[config.mk]
export PLATFORM = sky130hd
export DESIGN_NAME = rcc_dom_rst_seq
export DESIGN_NICKNAME = d
export VERILOG_FILES = /design/src/rtl/rcc_dom_rst_seq.sv
export SDC_FILE = /design/constraint.sdc
export NUM_CORES = 1
export LEC_CHECK = 0
export ABC_AREA = 1
export BUFFER_PORTS_ARGS = -buffer_cell sky130_fd_sc_hd__buf_2
export CORE_MARGIN = 4
export CORE_UTILIZATION = 58
export DETAILED_ROUTE_END_ITERATION = 10
export PLACE_DENSITY = 0.87
export SLEW_MARGIN = 0
export SYNTH_ARGS = -nofsm -noshare
export SYNTH_HDL_FRONTEND = slang
export SYNTH_SLANG_ARGS = --single-unit
[constraint.sdc]
create_clock -name hclk -period 2.11 [get_ports hclk]
set_clock_uncertainty 0.15 [all_clocks]
set_input_delay 0.3165 -clock hclk [delete_from_list [all_inputs] [get_ports hclk]]
set_output_delay 0.3165 -clock hclk [all_outputs]
set_load 0.005 [all_outputs]
[src/rtl/rcc_dom_rst_seq.sv]
// rcc_dom_rst_seq: per-domain reset / clock-enable sequencer.
// NUM_CH identical channels. Each channel holds its domain in reset for a
// programmable number of cycles. It then releases reset and keeps the domain
// clock gated for a further programmable delay. With SEQ_MODE set, a reset on
// channel i-1 cascades to channel i, and channel i is released only after
// channel i-1 has released.
module rcc_dom_rst_seq #(
    parameter int NUM_CH       = 4,
    parameter int CNT_W        = 8,
    parameter int RST_DURATION = 10,
    parameter int CLK_ON_DELAY = 8,
    parameter int SEQ_MODE     = 1
) (
    input  logic                    hclk,
    input  logic                    hresetn,
    input  logic [NUM_CH-1:0]       rst_req,
    input  logic [NUM_CH*CNT_W-1:0] cfg_rst_dur,
    input  logic [NUM_CH*CNT_W-1:0] cfg_clk_dly,
    output logic [NUM_CH-1:0]       dom_rst_n,
    output logic [NUM_CH-1:0]       dom_clk_en,
    output logic [NUM_CH-1:0]       dom_busy,
    output logic [NUM_CH-1:0]       dom_done
);

    typedef enum logic [2:0] {
        ST_RUN,
        ST_GATE,
        ST_HOLD,
        ST_WAIT_DEP,
        ST_CLKOFF
    } state_t;

    // Power-on durations. A zero reset duration is still held for one cycle.
    localparam logic [CNT_W-1:0] RST_DUR_P = (RST_DURATION < 1) ? CNT_W'(1) : CNT_W'(RST_DURATION);
    localparam logic [CNT_W-1:0] CLK_DLY_P = CNT_W'(CLK_ON_DELAY);
    localparam logic [CNT_W-1:0] ONE       = CNT_W'(1);

    // One bit per channel: that channel is in GATE. The next channel down
    // the chain uses it as a cascaded request.
    logic [NUM_CH-1:0] in_gate;

    for (genvar gi = 0; gi < NUM_CH; gi++) begin : g_ch
        state_t           state_q, state_d;
        logic [CNT_W-1:0] cnt_q, cnt_d;
        logic             por_q, por_d;       // still in power-on sequence: use parameters
        logic             rst_n_q, rst_n_d;
        logic             clk_en_q, clk_en_d;
        logic             done_q, done_d;
        logic             req;                // effective request incl. cascade
        logic             dep_ok;             // upstream domain already out of reset
        logic [CNT_W-1:0] cfg_dur;
        logic [CNT_W-1:0] dur_sel;
        logic [CNT_W-1:0] dly_sel;

        if (gi == 0) begin : g_head
            assign req    = rst_req[gi];
            assign dep_ok = 1'b1;
        end else begin : g_tail
            assign req    = rst_req[gi] | ((SEQ_MODE != 0) & in_gate[gi-1]);
            assign dep_ok = (SEQ_MODE == 0) | dom_rst_n[gi-1];
        end

        assign cfg_dur = cfg_rst_dur[gi*CNT_W +: CNT_W];
        assign dur_sel = por_q ? RST_DUR_P : ((cfg_dur == '0) ? ONE : cfg_dur);
        assign dly_sel = por_q ? CLK_DLY_P : cfg_clk_dly[gi*CNT_W +: CNT_W];

        // Next state, counter and output values for this channel.
        always_comb begin
            state_d = state_q;
            cnt_d   = cnt_q;
            done_d  = 1'b0;
            case (state_q)
                ST_RUN: begin
                    if (req) state_d = ST_GATE;
                end
                ST_GATE: begin
                    state_d = ST_HOLD;
                    cnt_d   = dur_sel;
                end
                ST_HOLD: begin
                    if (req) begin
                        cnt_d = dur_sel;              // a held request keeps reset asserted
                    end else if (cnt_q != ONE) begin
                        cnt_d = cnt_q - ONE;
                    end else if (!dep_ok) begin
                        state_d = ST_WAIT_DEP;
                    end else if (dly_sel == '0) begin
                        state_d = ST_RUN;             // reset and clock released together
                        done_d  = 1'b1;
                    end else begin
                        state_d = ST_CLKOFF;
                        cnt_d   = dly_sel;
                    end
                end
                ST_WAIT_DEP: begin
                    if (dep_ok) begin
                        if (dly_sel == '0) begin
                            state_d = ST_RUN;
                            done_d  = 1'b1;
                        end else begin
                            state_d = ST_CLKOFF;
                            cnt_d   = dly_sel;
                        end
                    end
                end
                ST_CLKOFF: begin
                    // A new request wins over a completing clock-off count.
                    if (req) begin
                        state_d = ST_HOLD;
                        cnt_d   = dur_sel;
                    end else if (cnt_q == ONE) begin
                        state_d = ST_RUN;
                        done_d  = 1'b1;
                    end else begin
                        cnt_d = cnt_q - ONE;
                    end
                end
                default: begin
                    state_d = ST_HOLD;
                    cnt_d   = RST_DUR_P;
                end
            endcase

            por_d    = (state_d == ST_RUN) ? 1'b0 : por_q;
            rst_n_d  = (state_d == ST_RUN) || (state_d == ST_GATE) || (state_d == ST_CLKOFF);
            clk_en_d = (state_d == ST_RUN);
        end

        // State, counter and registered outputs. Reset re-enters the power-on hold.
        always_ff @(posedge hclk) begin
            if (!hresetn) begin
                state_q  <= ST_HOLD;
                cnt_q    <= RST_DUR_P;
                por_q    <= 1'b1;
                rst_n_q  <= 1'b0;
                clk_en_q <= 1'b0;
                done_q   <= 1'b0;
            end else begin
                state_q  <= state_d;
                cnt_q    <= cnt_d;
                por_q    <= por_d;
                rst_n_q  <= rst_n_d;
                clk_en_q <= clk_en_d;
                done_q   <= done_d;
            end
        end

        assign in_gate[gi]    = (state_q == ST_GATE);
        assign dom_rst_n[gi]  = rst_n_q;
        assign dom_clk_en[gi] = clk_en_q;
        assign dom_busy[gi]   = (state_q != ST_RUN);
        assign dom_done[gi]   = done_q;
    end

endmodule

; ---- Word level (Yosys, flattened, before mapping)
; Cells that the tools add are included.
[word_totals]
reg_bits = 60
inputBits = 70
out_inout_bits = 16
wordCells = 203
[classes]
add_sub_neg = 4
n_eq_ne = 36
muxes = 100
bitwise_logic = 7
reduce_logical = 32
[op_table]
columns = operator, n
row1 = 8-bit two-way mux, 35
row2 = 8-bit case mux with 5 select lines, 4
row3 = 3-bit two-way mux, 30
row4 = 8-bit logical NOT, 8
row5 = 3-bit case mux with 4 select lines, 4
row6 = "8-bit by 1-bit == test with 1-bit output, second input constant", 4
row7 = "8-bit by 1-bit != test with 1-bit output, second input constant", 4
row8 = "8-bit by 1-bit subtractor with 8-bit output, second input constant", 4
row9 = "3-bit by 1-bit == test with 1-bit output, second input constant", 8
row10 = "3-bit by 2-bit == test with 1-bit output, second input constant", 8
row11 = "3-bit == test, second input constant", 8
row12 = 3-bit logical NOT, 8
row13 = 1-bit two-way mux, 23
row14 = "3-bit != test, second input constant", 4
row15 = 1-bit case mux with 3 select lines, 4
row16 = 3-bit nonzero test, 4
row17 = 1-bit logical OR, 8
row18 = 2-bit AND reduction, 4
row19 = 1-bit NOT, 4
row20 = 1-bit bitwise OR, 3

; ---- Logic depth before layout (Yosys ltp)
; Gate-level depths: netlist of the first run.
[depth]
depth_word = 10
depth_mapped = 15
ltp_nobuf = 14

; ---- Least setup slack after synthesis of the first run
; No wires, ideal clock.
[synth_path]
kind = register to register
from = reg g_ch[2].cnt_q[0]
to = reg g_ch[2].cnt_q[4]
t_arrival_ns = 1.448
required_time_ns = 1.832
slack_ns = 0.384
path_stages_with_launch = 11
n_path_buf = 0
synth_period_minus_slack_ns = 1.726
cell_sequence = dfxtp_1 ha_1 nand3_1 nor3_4 nand2_4 o21ai_4 o21ai_0 nand2_1 nand2_1 nor2_1 nor2_1
[synth_via]
elab_chain_len = 4
[synth_rtl]
columns = item, line
row1 = start: declaration, 44  ; logic [CNT_W-1:0] cnt_q, cnt_d;
row2 = start signal: assignment, 140  ; cnt_q <= cnt_d;
row3 = 8-bit by 1-bit subtractor with 8-bit output / 8-bit by 1-bit != test with 1-bit output (equally long branches), "84, 115, 83"
row4 = "8-bit two-way mux, on equally long branches", "111, 83"
row5 = "8-bit two-way mux, on equally long branches", "108, 81"
row6 = 8-bit case mux with 5 select lines, 72  ; case (state_q)
; Parallel ways exist; a longest one is shown, timed or not. The select of a mux whose other input is x is not followed.
; A chain may end at the register's enable or synchronous reset.

; ---- Final worst setup path of the first run
[layout_path]
from = reg g_ch[2].cnt_q[0]
to = reg g_ch[2].por_q
[layout_via]
elab_chain_len = 5
[layout_rtl]
columns = item, line
row1 = 8-bit by 1-bit == test with 1-bit output / 8-bit by 1-bit != test with 1-bit output (equally long branches), "111, 83"
row2 = "3-bit two-way mux, on equally long branches", "111, 83"
row3 = "3-bit two-way mux, on equally long branches", "108, 81"
row4 = 3-bit case mux with 4 select lines *, 72
row5 = 3-bit logical NOT *, 124  ; por_d = (state_d == ST_RUN) ? 1'b0 : por_q;
row6 = end signal: assignment, 141  ; por_q <= por_d;
row7 = end: declaration, 45  ; logic por_q, por_d;
; Mark *: on every way between the ends. The rest lies on a longest branch, timed or not.

==> qor.yml, run 1 <==
clock_tree:
  cts_buffer_depth: 2
  cts_made_buffers: 9
  htree_num_levels: 3
  clk_latency_ns: 0.35
  clock_sinks: 60
  cts-root-buf: "clkbuf_8"
  cts_tree: "yes"
  cts.clk_slew.worst_paths_ns: 0.08
drt:
  wl_per_cell_um: 12.7
  via_per_inst: 5.32
  ant_nets: 0
  vias: 5719
  first_pass_iters: 5
  route.detailed.drc: 0
  drt-total-wl_mm: 13.6
  drt-initial-drc-count: 362
run_status:
  status: "completed"
power_and_ir_drop:
  internal-power_uw: 2080
  p_comb_share_pct: 19.0
  clkPwrFrac_pct: 39.8
  pwr-share-seq_pct: 41.1
  powerDensity_mw_per_mm2: 504
  swShare_pct: 29.4
  peakVddDrop_v: 0.000371
  p_leak_uw: 0.00297
  p_switching_uw: 866
worst_setup_path:
  cpPeakStageDelay_ns: 0.37
  cpMostUsedCell: "nor2_2"
  path_cells: "ha_1, nand3_1, nor3_4, nand2_4, o21ai_2, nand3b_1, nor2_2, nand2_1, nor2_2, nor2_1"
  crit_arrival_ns: 2.14
  critical_path_class: "reg2reg"
  path_buf_inv: 0
  end_kind: "flop"
  crit_path_start_kind: "flop"
  cp_top_family: "simple AND/OR/NAND/NOR gates"
  critPathSlowestCell: "dfxtp_2"
  crit_required_ns: 2.21
  path_max_fanout: 4
die:
  io_pins: 86
  die_area_mm2: 0.0103
  die_x_um: 101
  core_area_mm2: 0.00834
  die_h_um: 101
  rows: 33
  start_util_pct: 60.7
finish:
  area_growth_pct: 15.6
  diodes: 0
  fillers: 762
  finish.utilization_pct: 70.2
  nets: 1044
  drive_gt1_share_pct: 21.7
yosys:
  yosysTopAreaCell: "dfxtp_1"
  syn_nets: 950
  netlist_top_cells_area: "dfxtp_1, nand2_1, nor2_1"
  ys_ff_latch: 60
  ys_seq_area_share_pct: 23.7
  netlist.area_leader.share_pct: 23.7
  yosysUniqueCellTypes: 41
  avgSynthCellArea_um2: 5.81
  synthCells: 872
  ys_warn_count: 0
  synth_area_mm2: 0.00506
placement:
  port_buffers: 85
  routabilityCongestion: 0.968
  hpwl_mm: 10.4
global_route:
  grt_antenna_before_repair: 0
  grt_pass1_wl_mm: 22.3
  grt_pass1_vias: 5018
  gr-usage-all-layers_pct: 26.2
  gr-total-overflow: 0
  grt_max_degree: 25
hold_path:
  hp-class: "in2reg"
sta:
  fmax_mhz: 489
  post-route-period-util_pct: 96.9
  min_period_ns: 2.04
  worst_hold_slack_ns: 0.169
  hold_viol: 0
  max-slew-margin-rel_pct: 69.1
  setup_violations: 0
  finalMaxSlewViolations: 0
  worstMarginPinSlew_ns: 0.460
job:
  maxCapViolCount: 0
cell usage after synthesis:
cell type  number
nor2_2         14
nor2_1        112
o221ai_1        1
o211ai_1        3
and2_4          1
xor2_1         13
inv_1         107
or2_0           1
o21ai_2         3
o22ai_1         1
nor3_4          1
nor2_4          1
or2_2           3
clkinv_1        2
o31ai_1         4
clkbuf_1        5
nand2_1       249
nand3b_1        4
nor3_1          9
buf_6           3
o21a_1          2
nor3_2          3
o21bai_1        4
nand3_2         2
buf_4          12
inv_2          22
ha_1            8
a21oi_2         2
nand3_1        62
dfxtp_1        60
o21ai_0        37
a211oi_1        3
nand2_2        22
a31oi_1         3
inv_4           2
nand2_4         5
a21oi_1        59
buf_1           1
nand4_1         9
o21ai_1        13
o21ai_4         4
worst min-delay path: stages:
cell and delay (ns):
buf_2 0.10, a31oi_1 0.09, o21ai_0 0.12
area by class of cell:
class                           instances  area, um2  share of cell area [%]
Timing Repair Buffer                  104        568                    9.71
Sequential cell                        60       1200                    20.6
Inverter                              133        504                    8.61
Clock buffer                           12        145                    2.48
Multi-Input combinational cell        658       3230                    55.2
Tap cell                              105        131                    2.24
Clock inverter                          4       72.6                    1.24
power groups by stage:
stage               Clock [uW]  Sequential (uW)  Combinational (uW)
CTS                       1190             1210                 547
global route              1240             1220                 634
finish                    1170             1210                 560
detailed placement           0             1240                 538
global placement             0             1240                 533
floorplan                    0             1230                 368
metrics by stage:
stage / cell area, um2 / cells / setup TNS, ns / total power, uW / setup slack, ns
after detailed placement: 5560 / 1053 / 0 / 1770 / 0.166
after floorplan: 5060 / 872 / 0 / 1600 / 0.384
after global placement: 5560 / 1053 / 0 / 1770 / 0.218
after global routing: 5850 / 1076 / -0.0855 / 3090 / -0.0340
after CTS: 5780 / 1069 / 0 / 2940 / 0.0926
final: 5850 / 1076 / 0 / 2950 / 0.0661
logic make-up (layout without fill, tap and decap cells):
kind of cell / after synthesis / count (layout) / synth area share (%)
AO/OA/AOI/OAI: 139 / 139 / 16.0
AND/OR/NAND/NOR: 498 / 498 / 43.2
adder cells (fa/ha/maj): 8 / 8 / 1.98
buffers and inverters: 154 / 253 / 12.8
flip-flops: 60 / 60 / 23.7
XOR/XNOR: 13 / 13 / 2.25
routing by layer:
| metal | global-route usage, % | part of all wire, % | vias up |
|---|---|---|---|
| li1 | - | - | 2940 |
| met1 | 37.5 | 46 | 2449 |
| met2 | 40.0 | 42 | 302 |
| met3 | 4.68 | 9.7 | 28 |
| met4 | 7.87 | 1.8 | 0 |
| met5 | 0 | 0 | - |
state kept, by name, summed over array words and instances, names as in the netlist:
signal / count
g_ch.state_q: 12
g_ch.rst_n_q: 4
g_ch.done_q: 4
g_ch.por_q: 4
g_ch.cnt_q: 32
g_ch.clk_en_q: 4
cell usage in the layout, fill, tap and decap left out, types with 23 or more instances in the layout:
cell type / Yosys / layout
nor2_1: 112 / 110
nand2_2: 22 / 23
nand3_1: 62 / 62
nand2_1: 249 / 248
a21oi_1: 59 / 59
buf_2: 0 / 85
o21ai_0: 37 / 36
dfxtp_1: 60 / 58
inv_2: 22 / 23
inv_1: 107 / 106
worst paths after layout:
kind                                        from                to  slack, ns  depth (start not counted)
worst max-delay path            g_ch[2].cnt_q[0]     g_ch[2].por_q       0.07                         10
worst min register to register  g_ch[3].cnt_q[1]  g_ch[3].cnt_q[1]       0.32                          2
worst min-delay path             cfg_clk_dly[25]  g_ch[3].cnt_q[1]       0.17                          3
worst max register to register  g_ch[2].cnt_q[0]     g_ch[2].por_q       0.07                         10
repair_timing:
item,4_1_cts,5_1_grt
setup buffers,0,7
endpoints found under the setup margin,0,9
hold buffers,0,0
resized for setup,0,9
Note: power is estimated with default switching activity, not from simulation.
==> run 2: changes to the inputs <==
--- a/config.mk
+++ b/config.mk
@@ -8,9 +8,10 @@
 export ABC_AREA = 1
 export BUFFER_PORTS_ARGS = -buffer_cell sky130_fd_sc_hd__buf_2
 export CORE_MARGIN = 4
-export CORE_UTILIZATION = 58
+export CORE_UTILIZATION = 50
+export CTS_CLUSTER_SIZE = 16
 export DETAILED_ROUTE_END_ITERATION = 10
-export PLACE_DENSITY = 0.87
+export PLACE_DENSITY = 0.77
 export SLEW_MARGIN = 0
 export SYNTH_ARGS = -nofsm -noshare
 export SYNTH_HDL_FRONTEND = slang
==> qor.yml, run 2 (same netlist as run 1, synthesis figures left out) <==
global_route:
  gr-usage-all-layers_pct: 22.4
  grt_pass1_vias: 4849
  grt_antenna_before_repair: 0
  gr-total-overflow: 0
  grt_pass1_wl_mm: 21.7
  grt_max_degree: 21
finish:
  final_cells: 1101
  top_regs: "g_ch.cnt_q: 32 flops, g_ch.state_q: 12 flops"
  area_growth_pct: 15.5
  fillers: 1015
  final_cell_mix: "nand2_1, nor2_1, inv_1"
  drive_gt1_share_pct: 21.6
  layout_commonest_cell: "nand2_1"
  stdcell_area_mm2: 0.00585
  top_register: "g_ch.cnt_q"
  nets: 1042
  finish.utilization_pct: 59.5
  largest_register_ffs: 32
  diodes: 0
worst_setup_path:
  path_cells: "inv_2, ha_4, nand3_4, nor3_4, nand2_4, o21ai_2, nand3b_1, nor2_2, nand2_1, nor2_2, nor2_1"
  end_kind: "flop"
  critical_path_class: "reg2reg"
  timing.rr.start: "g_ch[2].cnt_q[1]"
  r2r_cells: 11
  critPathSlowestCell: "dfxtp_2"
  crit_required_ns: 2.19
  cpPeakStageDelay_ns: 0.33
  path_max_fanout: 5
  cpMostUsedCell: "nor2_2"
  ff2ff_setup_slack_ns: 0.07
  rr_endpoint: "g_ch[2].por_q"
  path_buf_inv: 1
  cp_top_family: "simple AND/OR/NAND/NOR gates"
  crit_arrival_ns: 2.11
  crit_path_start_kind: "flop"
drt:
  route.detailed.drc: 0
  vias: 5538
  drt-total-wl_mm: 13.4
  via_per_inst: 5.03
  ant_nets: 0
  first_pass_iters: 6
  wl_per_cell_um: 12.2
  drt-initial-drc-count: 350
placement:
  port_buffers: 85
  placed_cell_area_mm2: 0.00558
  routabilityCongestion: 0.964
  hpwl_mm: 10.4
  dp_cells: 1079
power_and_ir_drop:
  power_uw: 2690
  p_leak_uw: 0.00294
  powerDensity_mw_per_mm2: 460
  peakVddDrop_v: 0.000424
sta:
  worstMarginPinSlew_ns: 0.403
  post-route-period-util_pct: 96.5
  min_period_ns: 2.04
  max-slew-margin-rel_pct: 72.9
  finalMaxSlewViolations: 0
  hold_viol: 0
  fmax_mhz: 491
  setup_violations: 0
die:
  io_pins: 86
  die_x_um: 109
  die_h_um: 109
  rows: 36
  die_area_mm2: 0.0118
  core_area_mm2: 0.00982
  start_util_pct: 51.6
clock_tree:
  clock_sinks: 60
  htree_num_levels: 3
  clk_latency_ns: 0.33
  cts_tree: "yes"
  cts_made_buffers: 9
  cts-root-buf: "clkbuf_8"
  cts_buffer_depth: 2
  cts.clk_slew.worst_paths_ns: 0.07
job:
  maxCapViolCount: 0
hold_path:
  worstHoldStart: "hresetn"
  hp-class: "in2reg"
  holdPathStages: 2
  holdPathEnd: "g_ch[0].cnt_q[3]"
run_status:
  status: "completed"
## run 2: cell count changes in the layout (fill, tap and decap cells not counted), moves of 2 or more
cell	previous run	this run
nor2_1	110	112
nor2_2	16	14
bufinv_16	2	0
buf_4	19	17
## run 2: worst max-delay path by stage
stage	startpoint	to	depth (start not counted)	slack, ns
final	g_ch[2].cnt_q[1]	g_ch[2].por_q	11	0.07
after global routing	g_ch[2].cnt_q[1]	g_ch[2].por_q	11	-0.08
after CTS	g_ch[2].cnt_q[0]	g_ch[2].por_q	10	0.13
after detailed placement	g_ch[2].cnt_q[0]	g_ch[2].por_q	10	0.16
after global placement	g_ch[3].por_q	g_ch[3].por_q	11	0.17
after floorplan	g_ch[2].cnt_q[0]	g_ch[2].cnt_q[4]	10	0.38
## run 2: power by group
part,switching [uW],internal [uW],leakage (uW)
clock,439,481,0.0000893
sequential,38.7,1180,0.000488
combinational,345,212,0.00236
## run 2: final cells by class
class / count / area (um2) / area share, %
timing repair buffer: 102 / 553 / 9.46
sequential: 60 / 1210 / 20.7
tap: 133 / 166 / 2.85
clock buffer: 13 / 159 / 2.72
clock inverter: 2 / 10.0 / 0.171
inverter: 133 / 504 / 8.62
multi-input combinational: 658 / 3250 / 55.5
## run 2: layer usage
metal	track usage (%)	part of all wire, %
met3	3.08	7.2
met1	32.8	48
met5	0	0
met4	4.87	1.3
met2	35.0	43
## run 2: timing repair
item | 4_1_cts | 5_1_grt
gates resized for setup | 0 | 13
hold buffers | 0 | 0
setup endpoints to repair | 0 | 10
buffers inserted | 0 | 7
## run 2: worst register-to-register path, stage by stage, from the launching register on
cell	delay, ns
dfxtp_2	0.33
inv_2	0.07
ha_4	0.14
nand3_4	0.08
nor3_4	0.31
nand2_4	0.13
o21ai_2	0.16
nand3b_1	0.10
nor2_2	0.17
nand2_1	0.10
nor2_2	0.14
nor2_1	0.05
## run 2: stage by stage
| step | hold WS [ns] | setup slack (ns) | TNS, ns |
|---|---|---|---|
| after floorplan | 0.235 | 0.384 | 0 |
| after global placement | 0.298 | 0.169 | 0 |
| after detailed placement | 0.303 | 0.158 | 0 |
| after CTS | 0.115 | 0.125 | 0 |
| after global routing | 0.119 | -0.0813 | -0.0813 |
| final | 0.129 | 0.0746 | 0 |
